===== config.mk =====
export PLATFORM = sky130hd
export DESIGN_NAME = score_display_flat
export DESIGN_NICKNAME = d
export VERILOG_FILES = /design/src/rtl/score_display_if.sv /design/src/rtl/score_display.sv /design/src/flat_wrapper.sv
export SDC_FILE = /design/constraint.sdc
export NUM_CORES = 1
export LEC_CHECK = 0
export CORE_MARGIN = 2
export CORE_UTILIZATION = 55
export CTS_CLUSTER_DIAMETER = 200
export DETAILED_ROUTE_END_ITERATION = 7
export DONT_BUFFER_PORTS = 1
export PLACE_DENSITY = 0.75
export SETUP_SLACK_MARGIN = 0.2
export SKIP_LAST_GASP = 1
export SYNTH_ARGS = -nofsm -noshare
export SYNTH_HDL_FRONTEND = slang
export SYNTH_SLANG_ARGS = --single-unit

===== constraint.sdc =====
create_clock -name clk -period 6.3 [get_ports clk]
set_input_delay 0.315 -clock clk [delete_from_list [all_inputs] [get_ports clk]]
set_output_delay 0.315 -clock clk [all_outputs]
set_load 0.01 [all_outputs]

===== src/rtl/score_display_if.sv =====
// rtl/score_display_if.sv - load/result handshake bundle between score source and score_display
interface score_display_if #(
    parameter int WIDTH  = 10,
    parameter int DIGITS = 4
);
    logic                  load;
    logic [WIDTH-1:0]      value;
    logic                  hex_mode;
    logic                  busy;
    logic                  done;
    logic                  overflow;
    logic [7*DIGITS-1:0]   seg;

    modport master (
        output load, value, hex_mode,
        input  busy, done, overflow, seg
    );

    modport slave (
        input  load, value, hex_mode,
        output busy, done, overflow, seg
    );
endinterface


===== src/rtl/score_display.sv =====
// rtl/score_display.sv - binary score to multi-digit seven-segment converter (decimal or hex)
module score_display #(
    parameter int WIDTH    = 10,
    parameter int DIGITS   = 4,
    parameter int BLANK_LZ = 1
) (
    input  logic            clk,
    input  logic            resetn,
    score_display_if.slave  bus
);
    localparam int BW = 4 * DIGITS;
    localparam int PW = (WIDTH > BW) ? WIDTH : BW;
    localparam int SW = 7 * DIGITS;

    typedef enum logic [1:0] {IDLE, CONVERT, UPDATE} state_t;

    state_t          state_q, state_d;
    logic [WIDTH-1:0] shift_q, shift_d;
    logic [BW-1:0]   bcd_q, bcd_d;
    logic            mode_q, mode_d;
    logic            flag_q, flag_d;
    logic [4:0]      cnt_q, cnt_d;
    logic [SW-1:0]   seg_q, seg_d;
    logic            ovf_q, ovf_d;
    logic            done_q, done_d;

    logic [BW-1:0]   bcd_adj;
    logic [PW-1:0]   val_ext;
    logic            hex_ovf;
    logic [SW-1:0]   seg_disp;

    function automatic logic [6:0] font(input logic [3:0] d);
        case (d)
            4'h0: font = 7'h40;
            4'h1: font = 7'h79;
            4'h2: font = 7'h24;
            4'h3: font = 7'h30;
            4'h4: font = 7'h19;
            4'h5: font = 7'h12;
            4'h6: font = 7'h02;
            4'h7: font = 7'h78;
            4'h8: font = 7'h00;
            4'h9: font = 7'h10;
            4'hA: font = 7'h08;
            4'hB: font = 7'h03;
            4'hC: font = 7'h46;
            4'hD: font = 7'h21;
            4'hE: font = 7'h06;
            default: font = 7'h0E;
        endcase
    endfunction

    // Add-3 correction on every BCD nibble of 5 or more, ahead of the shift
    always_comb begin
        bcd_adj = bcd_q;
        for (int k = 0; k < DIGITS; k++) begin
            if (bcd_q[4*k +: 4] >= 4'd5) begin
                bcd_adj[4*k +: 4] = bcd_q[4*k +: 4] + 4'd3;
            end
        end
    end

    // Hex digits straight from the captured value; bits beyond the display width flag overflow
    always_comb begin
        val_ext = PW'(shift_q);
        hex_ovf = |(val_ext >> BW);
    end

    // Digit rendering: dashes on overflow, otherwise font with optional leading-zero blanking
    always_comb begin
        logic lead;
        lead     = 1'b1;
        seg_disp = '0;
        for (int k = DIGITS - 1; k >= 0; k--) begin
            if (bcd_q[4*k +: 4] != 4'd0) begin
                lead = 1'b0;
            end
            if (flag_q) begin
                seg_disp[7*k +: 7] = 7'h3F;
            end else if (BLANK_LZ != 0 && lead && k != 0) begin
                seg_disp[7*k +: 7] = 7'h7F;
            end else begin
                seg_disp[7*k +: 7] = font(bcd_q[4*k +: 4]);
            end
        end
    end

    // Next-state and datapath control for IDLE -> CONVERT -> UPDATE
    always_comb begin
        state_d = state_q;
        shift_d = shift_q;
        bcd_d   = bcd_q;
        mode_d  = mode_q;
        flag_d  = flag_q;
        cnt_d   = cnt_q;
        seg_d   = seg_q;
        ovf_d   = ovf_q;
        done_d  = 1'b0;
        case (state_q)
            IDLE: begin
                if (bus.load) begin
                    shift_d = bus.value;
                    mode_d  = bus.hex_mode;
                    bcd_d   = '0;
                    flag_d  = 1'b0;
                    cnt_d   = '0;
                    state_d = CONVERT;
                end
            end
            CONVERT: begin
                if (mode_q) begin
                    bcd_d   = val_ext[BW-1:0];
                    flag_d  = hex_ovf;
                    state_d = UPDATE;
                end else begin
                    bcd_d   = {bcd_adj[BW-2:0], shift_q[WIDTH-1]};
                    shift_d = {shift_q[WIDTH-2:0], 1'b0};
                    flag_d  = flag_q | bcd_adj[BW-1];
                    cnt_d   = cnt_q + 5'd1;
                    if (cnt_q == 5'(WIDTH - 1)) begin
                        state_d = UPDATE;
                    end
                end
            end
            UPDATE: begin
                seg_d   = seg_disp;
                ovf_d   = flag_q;
                done_d  = 1'b1;
                state_d = IDLE;
            end
            default: state_d = IDLE;
        endcase
    end

    // State and output registers; reset blanks the display and aborts any conversion
    always_ff @(posedge clk) begin
        if (!resetn) begin
            state_q <= IDLE;
            shift_q <= '0;
            bcd_q   <= '0;
            mode_q  <= 1'b0;
            flag_q  <= 1'b0;
            cnt_q   <= '0;
            seg_q   <= '1;
            ovf_q   <= 1'b0;
            done_q  <= 1'b0;
        end else begin
            state_q <= state_d;
            shift_q <= shift_d;
            bcd_q   <= bcd_d;
            mode_q  <= mode_d;
            flag_q  <= flag_d;
            cnt_q   <= cnt_d;
            seg_q   <= seg_d;
            ovf_q   <= ovf_d;
            done_q  <= done_d;
        end
    end

    assign bus.busy     = (state_q != IDLE);
    assign bus.done     = done_q;
    assign bus.overflow = ovf_q;
    assign bus.seg      = seg_q;
endmodule

===== src/flat_wrapper.sv =====
// flat-port wrapper written by rule: the top's interface ports become plain ports
module score_display_flat 
#(
    parameter int WIDTH    = 10,
    parameter int DIGITS   = 4,
    parameter int BLANK_LZ = 1
)
  (clk, resetn, bus_load, bus_value, bus_hex_mode, bus_busy, bus_done, bus_overflow, bus_seg);
  score_display_if #(.WIDTH(WIDTH), .DIGITS(DIGITS)) bus_i ();
  input  logic clk;
  input  logic resetn;
  input wire logic [$bits(bus_i.load)-1:0] bus_load;
  input wire logic [$bits(bus_i.value)-1:0] bus_value;
  input wire logic [$bits(bus_i.hex_mode)-1:0] bus_hex_mode;
  output wire logic [$bits(bus_i.busy)-1:0] bus_busy;
  output wire logic [$bits(bus_i.done)-1:0] bus_done;
  output wire logic [$bits(bus_i.overflow)-1:0] bus_overflow;
  output wire logic [$bits(bus_i.seg)-1:0] bus_seg;
  assign bus_i.load = bus_load;
  assign bus_i.value = bus_value;
  assign bus_i.hex_mode = bus_hex_mode;
  assign bus_busy = bus_i.busy;
  assign bus_done = bus_i.done;
  assign bus_overflow = bus_i.overflow;
  assign bus_seg = bus_i.seg;
  score_display #(.WIDTH(WIDTH), .DIGITS(DIGITS), .BLANK_LZ(BLANK_LZ)) u_core (.clk(clk), .resetn(resetn), .bus(bus_i));
endmodule

# Yosys cells after proc, flatten, opt, wreduce, memory -nomap -nowiden
# Memories as Yosys holds them, arrays and structs flattened. A register that Yosys moved wholly into a read port is not among the register bits.
# Cells that the tools add are included.
[totals] ramBits=0 word_cells=78 rom_bits=448 input_bits=14 register_bits=65 mem_count=4 latch_bits=0
[memory_table] memory="(no name shown)" words=16 width=7 read_ports=1 rd_clocked_by_memory_dff=1 wr=0 line_no="score_display.sv:33" text="case (d)"
[memory_table] memory="(no name shown)" words=16 width=7 read_ports=1 rd_clocked_by_memory_dff=1 wr=0 line_no="score_display.sv:33"
[memory_table] memory="(no name shown)" words=16 width=7 read_ports=1 rd_clocked_by_memory_dff=1 wr=0 line_no="score_display.sv:33"
[memory_table] memory="(no name shown)" words=16 width=7 read_ports=1 rd_clocked_by_memory_dff=1 wr=0 line_no="score_display.sv:33"
[classes] shifts=0 order_cmp=4 n_eq_ne=6 n_reduce_logical=10 muxes=39 bitwise=1 n_addsub=5 multipliers=0 div_mod_pow=0
[ops] operator="$mux W7" n=7
[ops] operator="$mux W4" n=12
[ops] operator="$mux W16" n=2
[ops] operator="$pmux W16 S2" n=1
[ops] operator="$mux W10" n=2
[ops] operator="$pmux W10 S2" n=1
[ops] operator="$add A4 B2 Y4 const B" n=4
[ops] operator="$ge A4 B3 Y1 const B" n=4
[ops] operator="$reduce_bool A4 Y1" n=3
[ops] operator="$mux W5" n=2
[ops] operator="$pmux W5 S2" n=1
[ops] operator="$mux W1" n=6
[ops] operator="$mux W2" n=3
[ops] operator="$reduce_and A2 Y1" n=3
[ops] operator="$add A5 B1 Y5 const B" n=1
[ops] operator="$eq A5 B4 Y1 const B" n=1
[ops] operator="$ne A2 B2 Y1 const B" n=2
[ops] operator="$pmux W2 S2" n=1
[ops] operator="$reduce_bool A2 Y1" n=2
[ops] operator="$ne A3 B1 Y1 const B" n=1
[ops] operator="$reduce_and A3 Y1" n=1
[ops] operator="$eq A2 B1 Y1 const B" n=1
[ops] operator="$eq A2 B2 Y1 const B" n=1
[ops] operator="$logic_not A2 Y1" n=1
[ops] operator="other kinds (2)" n=2

# Depth between registers and ports, before layout
# Gate-level depths: netlist (run 1).
[logic_depth] depth_word=6 mapped_depth=13 mapped_depth_nobuf=13

# Least setup slack after synthesis (run 1)
# OpenSTA, ideal clock, no wires.
[synth_timing] kind="register -> register" start="register u_core.bcd_q[0]" end="register (tool-made name)" path_slack_ps=3892 t_arrival_ps=2274 path_stages_with_launch=10 synth_period_minus_slack_ps=2408 t_required_ps=6166 path_cell_list="dfxtp_1 -> inv_1 -> ha_1 -> nor2b_1 -> or3_1 -> a31o_2 -> nand2_1 -> nand2_1 -> ha_1 -> mux4_2"
[synth_rtl] element="start, declared" line_no="score_display.sv:19" text="logic [BW-1:0] bcd_q, bcd_d;"
[synth_rtl] element="start signal, assigned" line_no="score_display.sv:140" text="bcd_q <= '0;"
[synth_rtl] element="start signal, assigned" line_no="score_display.sv:150" text="bcd_q <= bcd_d;"

==> flow_summary.toml, run 1 <==
[finish]
drive_above_1_share_pct = 7.26
finalNetCount = 582
finish.instance_area_um2 = 4960
synthToLayoutAreaGrowth_pct = 5.11
nFillCells = 704
final_util_pct = 60.1
regArea_um2 = 1860
multi_input_area_um2 = 2580
diodes = 0

[power_and_ir_drop]
intPower_mw = 0.849
switching_share_pct = 27.2
ir_drop_uv = 149
p_seq_share_pct = 54.1
p_per_area_nw_per_um2 = 235
clock_power_share_pct = 37.0
power_leakage_nw = 2.04
p_switching_mw = 0.318
power.share.combinational_pct = 8.9

[timing]
rsz0062_at_grt = "false"
skew_ns = 0.00823
setup_viol = 0
period_needed_ns = 2.75
finalHoldViolCount = 0
max_freq_ghz = 0.364
drv_slew = 0
fin_crit_sh_pct = 43.6
worst_pin_slew_ns = 0.936
setup_tns_ns = 0
relSlewSlack_pct = 37.3

[grt]
grt_max_degree = 61
grt_pass1_vias = 3495
grt_first_pass_wirelength_mm = 16.7
grt_usage_pct = 21.2
antenna_found_initial = 0
gr-total-overflow = 0

[yosys]
synth_area_leader_cell = "dfxtp_1"
synth.avg_cell_area_um2 = 8.65
syn_inst = 546
yosysWarningCount = 0
ys.flop_type = "dfxtp_1"
synth_edf_count = 0
synth_top_area_share_pct = 39.4
synthArstFlopShare_pct = 0
yosysUniqueCellTypes = 68
synth.most_common_cell = "dfxtp_1"
netlist_area_um2 = 4720
synth_top_cells_by_area = "dfxtp_1 (39%), ha_1 (9.5%), nand2_1 (6.4%)"
yosysSeqAreaShare_pct = 39.4
synth-seq-cells = 93
synthesis.nets = 596
synth_common_cells = "dfxtp_1 (93), nand2_1 (80), nor2_1 (38)"

[setup_path]
end_kind = "flop"
critPathRequiredTime_ns = 6.56
path_class = "reg -> reg"
path_max_fanout = 5
crit_path_start_kind = "flop"
arrival_ns = 3.01
reg2reg_from = "u_core.bcd_q[4]$_SDFFE_PN0P_"
r2r_cells = 12
ff2ff_setup_slack_ns = 3.55

[cts]
clockRootBuffer = "clkbuf_8"
clk_pin_slew_ns = 0.09
post-cts-setup-buffers = 0
cts_buffer_depth = 2
insertion_delay_ns = 0.37
cts_hold_buffers = 0
numClockSinks = 93
cts_buffers = 9
cts_tree = "yes"
post_cts_resized = 0
htree_levels = 3

[routing]
firstDrtPassIters = 7
drt-total-wl_mm = 9.97
wire_per_inst_um = 15.5
ant_nets = 0
drc = 0
vias = 3778
vias_per_cell = 5.88
first_iter_violations = 218

[worst_hold_path]
min_path_cells = 1
worstHoldEndpoint = "u_core.bus.seg[12]$_SDFFE_PN1P_"
hold_path.startpoint = "resetn"
min_path_type = "in -> reg"

[placement]
dp.final_hpwl_mm = 6.94
place_congestion = 0.874
post_dp_cell_area_um2 = 4750
port_buffers = 0

[floorplan]
dieWidth_um = 96.7
rows = 33
core_area_um2 = 8260
die_h_um = 96.7
start_util_pct = 57.2
dieArea_um2 = 9340
ioPinCount = 45

[outcome]
status = "complete, no violations"

[job]
drv_cap = 0
power groups by stage:
| stage | registers (mW) | clock network (mW) | logic, mW |
|---|---|---|---|
| floorplan | 0.636 | 0 | 0.0904 |
| global placement | 0.643 | 0 | 0.0997 |
| detailed placement | 0.644 | 0 | 0.103 |
| CTS | 0.630 | 0.438 | 0.103 |
| global route | 0.633 | 0.463 | 0.117 |
| finish | 0.631 | 0.432 | 0.104 |
logic make-up (layout without fill, tap and decap cells):
logic type / Yosys count / count (layout) / share of synthesized area [%]
buffers and inverters: 66 / 57 / 5.88
AOI/OAI and AO/OA: 133 / 133 / 19.7
xor gates and xnor gates: 8 / 8 / 1.48
adders and majority gates: 36 / 36 / 9.54
muxes: 19 / 19 / 4.32
and+or+nand+nor: 191 / 191 / 19.6
DFF: 93 / 93 / 39.4
worst max-delay path, cell delays in order, from the launching register on:
cell and delay, ns:
dfxtp_1 0.44, inv_1 0.11, ha_1 0.26, nor2b_1 0.16, nor3_1 0.13, a21oi_1 0.06
o21ai_0 0.39, and2_1 0.24, inv_1 0.11, ha_1 0.33, nand2_1 0.08, o21ai_0 0.10
a32o_1 0.24
cell type report:
type	count	share of cell area [%]
inverters	36	2.72
clock buffers	10	2.77
repair buffers	5	0.756
well taps	105	2.65
clock inverters	6	1.56
multi-input cells	387	52.0
flip-flops and latches	93	37.5
per-layer routing:
layer	GRT usage, %	wire length (um)	up-vias
met5	0	0	-
met4	7.58	173	0
met2	33.7	4570	110
met1	28.2	4670	1774
li1	-	-	1880
met3	5.13	563	14
layout by cell type, fill, tap and decap left out, drive strengths merged, types with 10 or more instances in the layout:
master,instances
dfxtp,93
nand2,80
inv,40
nor2,38
ha,36
o21ai,31
o22ai,26
a21oi,20
mux2i,17
nand2b,15
and2,11
clkbuf,10
worst max path at each step:
stage	startpoint	cells past startpoint	to	slack, ns
3_3_place_gp	u_core.bcd_q[0]$_SDFFE_PN0P_	12	flop	3.73
3_5_place_dp	u_core.bcd_q[4]$_SDFFE_PN0P_	12	flop	3.65
5_1_grt	u_core.bcd_q[4]$_SDFFE_PN0P_	12	flop	3.34
4_1_cts	u_core.bcd_q[4]$_SDFFE_PN0P_	12	flop	3.63
2_1_floorplan	u_core.bcd_q[0]$_SDFFE_PN0P_	9	flop	3.89
6_report	u_core.bcd_q[4]$_SDFFE_PN0P_	12	flop	3.55
metrics by stage:
stage	hold WS (ns)	cells	setup WS, ns	power (mW)
2_1_floorplan	0.418	546	3.89	0.726
3_3_place_gp	0.388	626	3.73	0.743
3_5_place_dp	0.391	626	3.65	0.747
4_1_cts	0.00647	642	3.63	1.17
5_1_grt	0.00123	642	3.34	1.21
6_report	0.0293	642	3.55	1.17
Power figures use the tool's default switching activity.
==> run 2, diff against run 1 <==
==> constraint.sdc (replaced) <==
create_clock -name clk -period 2.8 [get_ports clk]
set_input_delay 0.14 -clock clk [delete_from_list [all_inputs] [get_ports clk]]
set_output_delay 0.14 -clock clk [all_outputs]
set_load 0.01 [all_outputs]
==> run 2 against run 1 <==
Effect of this change:
- clock skew grew 0.0044 ns
- global-route usage grew 1.1 points
- flip-flop and latch count is the same
- non-clock buffer count grew 23
- combinational power grew to 2.7 times the previous value
- utilization grew 2.9 points
- register-to-register slack lost 3.2 ns
- clock-buffer cell count shrank 1
- total power grew 120%
- largest power group unchanged
==> flow_summary.toml, run 2 (synthesis gave the netlist of run 1 again) <==
[routing]
vias_per_cell = 5.80
firstDrtPassIters = 5
wire_per_inst_um = 15.6
first_iter_violations = 224
vias = 3854
drt-total-wl_mm = 10.3
drc = 0
ant_nets = 0

[floorplan]
dieArea_um2 = 9340
start_util_pct = 57.2
ioPinCount = 45
die_h_um = 96.7
rows = 33
core_area_um2 = 8260
dieWidth_um = 96.7

[finish]
finalNetCount = 605
finish.instance_area_um2 = 5200
drive_above_1_share_pct = 10.9
final_common_cell = "dfxtp_1"
diodes = 0
nFillCells = 663
final_cell_mix = "dfxtp_1 (89), nand2_1 (78), nor2_1 (37)"
synthToLayoutAreaGrowth_pct = 10.1

[grt]
gr-total-overflow = 0
grt_first_pass_wirelength_mm = 17.4
antenna_found_initial = 0
grt_usage_pct = 22.3
grt_pass1_vias = 3648
grt_max_degree = 45

[placement]
port_buffers = 0
place_congestion = 0.942
post_dp_cell_area_um2 = 4820
dp.final_hpwl_mm = 6.93

[setup_path]
path_class = "reg -> reg"
r2r_cells = 10
crit_path_start_kind = "flop"
arrival_ns = 2.71
end_kind = "flop"
ff2ff_setup_slack_ns = 0.34
critPathRequiredTime_ns = 3.04
path_max_fanout = 5

[timing]
max_freq_ghz = 0.406
rsz0062_at_grt = "true"
finalHoldViolCount = 0
setup_tns_ns = 0
skew_ns = 0.0127
relSlewSlack_pct = 38.5
worst_pin_slew_ns = 0.922
drv_slew = 0
period_needed_ns = 2.46
setup_viol = 0
fin_crit_sh_pct = 88.0

[cts]
cts_tree = "yes"
post-cts-setup-buffers = 0
cts_buffers = 9
htree_levels = 3
clk_pin_slew_ns = 0.09
cts_buffer_depth = 2
insertion_delay_ns = 0.36
numClockSinks = 93
clockRootBuffer = "clkbuf_8"

[worst_hold_path]
min_path_cells = 3
min_path_type = "in -> reg"

[outcome]
status = "complete, no violations"

[power_and_ir_drop]
p_per_area_nw_per_um2 = 497
power_leakage_nw = 2.14
ir_drop_uv = 301
finalPower_mw = 2.59

[job]
drv_cap = 0
==> run 2: cell count changes in the layout (fill, tap and decap cells not counted), moves of 2 or more <==
cell | previous run | this run
dfxtp_2 | 0 | 4
inv_8 | 2 | 0
dfxtp_1 | 93 | 89
buf_4 | 5 | 15
nand2_1 | 80 | 78
dlygate4sd3_1 | 0 | 12
nand2_2 | 0 | 2
==> run 2: routing by layer <==
metal  up-vias  global-route usage (%)  share of wire, %
met4         0                    5.74               1.3
met1      1811                    30.3                48
li1       1929                       -                 -
met3        16                    4.91               4.6
met5         -                       0                 0
met2        98                    36.3                46
==> run 2: final timing paths <==
path / start / to
worst max-delay path: u_core.bcd_q[5]$_SDFFE_PN0P_ / flop
worst min-delay path: bus_load / u_core.mode_q$_SDFFE_PN0P_
worst max register to register: u_core.bcd_q[5]$_SDFFE_PN0P_ / flop
worst min register to register: flop / u_core.bus.seg[25]$_SDFFE_PN1P_
==> run 2: cell type report <==
| cell class | count | area, um^2 | share of cell area (%) |
|---|---|---|---|
| Timing Repair Buffer | 28 | 253 | 4.86 |
| Tap cell | 105 | 131 | 2.53 |
| Sequential cell | 93 | 1870 | 35.9 |
| Clock inverter | 6 | 71.3 | 1.37 |
| Inverter | 36 | 135 | 2.60 |
| Multi-Input combinational cell | 387 | 2620 | 50.4 |
| Clock buffer | 9 | 124 | 2.38 |
==> run 2: what timing repair did <==
item	4_1_cts	5_1_grt
endpoints found under the setup margin	0	17
resized for setup	0	14
endpoints found under the hold margin	62	1
hold buffers	12	1
==> run 2: power by group <==
group,switching (mW),leakage (nW),internal (mW),total [mW]
combinational,0.169,1.29,0.107,0.276
sequential,0.0480,0.757,1.37,1.42
clock,0.478,0.0923,0.415,0.894
total,0.695,2.14,1.89,2.59
==> run 2: critical path, stage by stage (launching register included) <==
cell and delay, ns:
dfxtp_1 0.39, inv_1 0.10, ha_1 0.21, nand2b_1 0.18
a21oi_1 0.20, xnor2_1 0.14, a21oi_1 0.11, nor2_2 0.21
inv_1 0.12, ha_2 0.23, mux4_2 0.47
==> run 2: through the flow <==
stage | utilization (%) | hold slack (ns) | instances | setup slack, ns
global route | 63.0 | 0.0414 | 664 | 0.200
floorplan | - | 0.276 | 546 | 0.392
CTS | 62.3 | 0.00808 | 663 | 0.200
finish | 63.0 | 0.0245 | 664 | 0.335
detailed placement | 58.4 | 0.217 | 636 | 0.212
global placement | 58.4 | 0.215 | 636 | 0.323
==> run 3, diff against run 2 <==
--- a/config.mk
+++ b/config.mk
@@ -11,7 +11,8 @@
 export DETAILED_ROUTE_END_ITERATION = 7
 export DONT_BUFFER_PORTS = 1
 export PLACE_DENSITY = 0.75
-export SETUP_SLACK_MARGIN = 0.2
+export RECOVER_POWER = 25
+export SETUP_SLACK_MARGIN = 0.5
 export SKIP_LAST_GASP = 1
 export SYNTH_ARGS = -nofsm -noshare
 export SYNTH_HDL_FRONTEND = slang
==> run 3 against run 2 <==
Effect of this change:
- non-clock buffer count up 31
- hold slack lost 0.0096 ns
- design area grew 10%
- fmax up 7.2%
- first-iteration DRC count grew 26%
- routed wire length grew 18%
- cell count rose by 5.0%
- total power increased by 2.9%
- register-to-register slack improved by 0.17 ns
- global-route usage is 1.0 points higher
- largest cell class unchanged
- highest routed layer unchanged
==> flow_summary.toml, run 3 (synthesis gave the netlist of run 1 again) <==
[setup_path]
crit_path_top_delay_cell = "mux4_2"
worstPathCellList = "inv_2, ha_1, nand2b_1, a21oi_2, xnor2_1, a21oi_2, nor2_2, buf_4, ha_2, mux4_2"
path_common_cell = "a21oi_2"
path_max_fanout = 4
max_stage_delay_ns = 0.44
path_buf_inv = 2
end_kind = "flop"
ff2ff_setup_slack_ns = 0.50
arrival_ns = 2.56
critPathRequiredTime_ns = 3.06
cpLargestDelayFamily = "multiplexers"
path_class = "reg -> reg"
crit_path_start_kind = "flop"

[routing]
wire_per_inst_um = 17.6
drc = 0
firstDrtPassIters = 5
vias = 4191
ant_nets = 0
drt-total-wl_mm = 12.2
vias_per_cell = 6.01
first_iter_violations = 283

[power_and_ir_drop]
p_per_area_nw_per_um2 = 465
ir_drop_uv = 333
power_leakage_nw = 2.37

[finish]
nFillCells = 621
drive_above_1_share_pct = 24.0
final_common_cell = "dfxtp_1"
synthToLayoutAreaGrowth_pct = 21.2
final_cell_count_no_fill = 697
finalNetCount = 637
final_cell_mix = "dfxtp_1 (83), nand2_1 (76), buf_4 (45)"
diodes = 0

[placement]
dp_cells = 635
port_buffers = 0
place_congestion = 0.857
dp.final_hpwl_mm = 7.09

[timing]
setup_viol = 0
finalHoldViolCount = 0
rsz0062_at_grt = "true"
worst_pin_slew_ns = 0.932
relSlewSlack_pct = 37.8
max_freq_ghz = 0.435
setup_tns_ns = 0
skew_ns = 0.00838
drv_slew = 0
period_needed_ns = 2.30
fin_crit_sh_pct = 82.1

[outcome]
status = "complete, no violations"

[cts]
clk_pin_slew_ns = 0.10
insertion_delay_ns = 0.38
cts_buffers = 9
clockRootBuffer = "clkbuf_8"
cts_tree = "yes"
cts_buffer_depth = 2
htree_levels = 3
numClockSinks = 93

[grt]
grt_pass1_vias = 3765
gr-total-overflow = 0
grt_first_pass_wirelength_mm = 18.1
grt_usage_pct = 23.4
antenna_found_initial = 0
grt_max_degree = 46

[floorplan]
ioPinCount = 45
die_h_um = 96.7
dieWidth_um = 96.7
core_area_um2 = 8260
dieArea_um2 = 9340
rows = 33
start_util_pct = 57.2

[worst_hold_path]
min_path_type = "in -> reg"

[job]
drv_cap = 0
## run 3: changes by cell type in the layout (fill, tap and decap cells not counted), moves of 5 or more
cell     previous run  this run
ha_1               35        23
ha_4                0         7
inv_2               0         8
inv_1              36        27
o21ai_0            29        23
ha_2                1         6
dfxtp_1            89        83
buf_4              15        45
## run 3: final timing paths
| check | from | end | cells after the start |
|---|---|---|---|
| setup / recovery | u_core.bcd_q[5]$_SDFFE_PN0P_ | flop | 10 |
| hold reg to reg | flop | u_core.bus.seg[8]$_SDFFE_PN1P_ | 2 |
| setup reg to reg | u_core.bcd_q[5]$_SDFFE_PN0P_ | flop | 10 |
| hold / removal | resetn | flop | 2 |
## run 3: layout make-up
| cell class | instances | area (um^2) | share of cell area (%) |
|---|---|---|---|
| sequential | 93 | 1880 | 32.9 |
| multi-input combinational | 388 | 2900 | 50.6 |
| timing repair buffer | 59 | 488 | 8.53 |
| clock inverter | 7 | 62.6 | 1.09 |
| inverter | 36 | 138 | 2.40 |
| tap | 105 | 131 | 2.30 |
| clock buffer | 9 | 124 | 2.16 |
## run 3: layer usage
metal  up-vias  global-route usage [%]  wire, um
met3        28                    5.20       724
met2       178                    37.9      5980
met4         0                    6.93       259
li1       1991                       -         -
met1      1994                    31.3      5270
met5         -                       0         0
## run 3: power by group
group	internal, mW	total (mW)	switching, mW
Clock	0.345	0.893	0.548
Combinational	0.150	0.352	0.203
Sequential	1.37	1.42	0.0497
Total	1.86	2.66	0.800
## run 3: through the flow
| stage | hold slack [ns] | power (mW) | utilization [%] | instance area [um^2] | setup slack [ns] |
|---|---|---|---|---|---|
| final | 0.0150 | 2.66 | 69.3 | 5720 | 0.501 |
| after global routing | 0.0324 | 2.75 | 69.3 | 5720 | 0.391 |
| after CTS | 0.0224 | 2.59 | 64.1 | 5290 | 0.419 |
| after global placement | 0.215 | 1.68 | 58.6 | 4840 | 0.276 |
| after floorplan | 0.276 | 1.63 | - | 4740 | 0.485 |
| after detailed placement | 0.219 | 1.69 | 58.6 | 4840 | 0.221 |
## run 3: repair_timing
action | in CTS | in global routing
hold buffers | 14 | 0
endpoints found under the hold margin | 63 | 0
endpoints found under the setup margin | 38 | 32
gates cloned | 0 | 1
setup buffers | 5 | 26
pin swaps | 5 | 22
resized for setup | 28 | 59
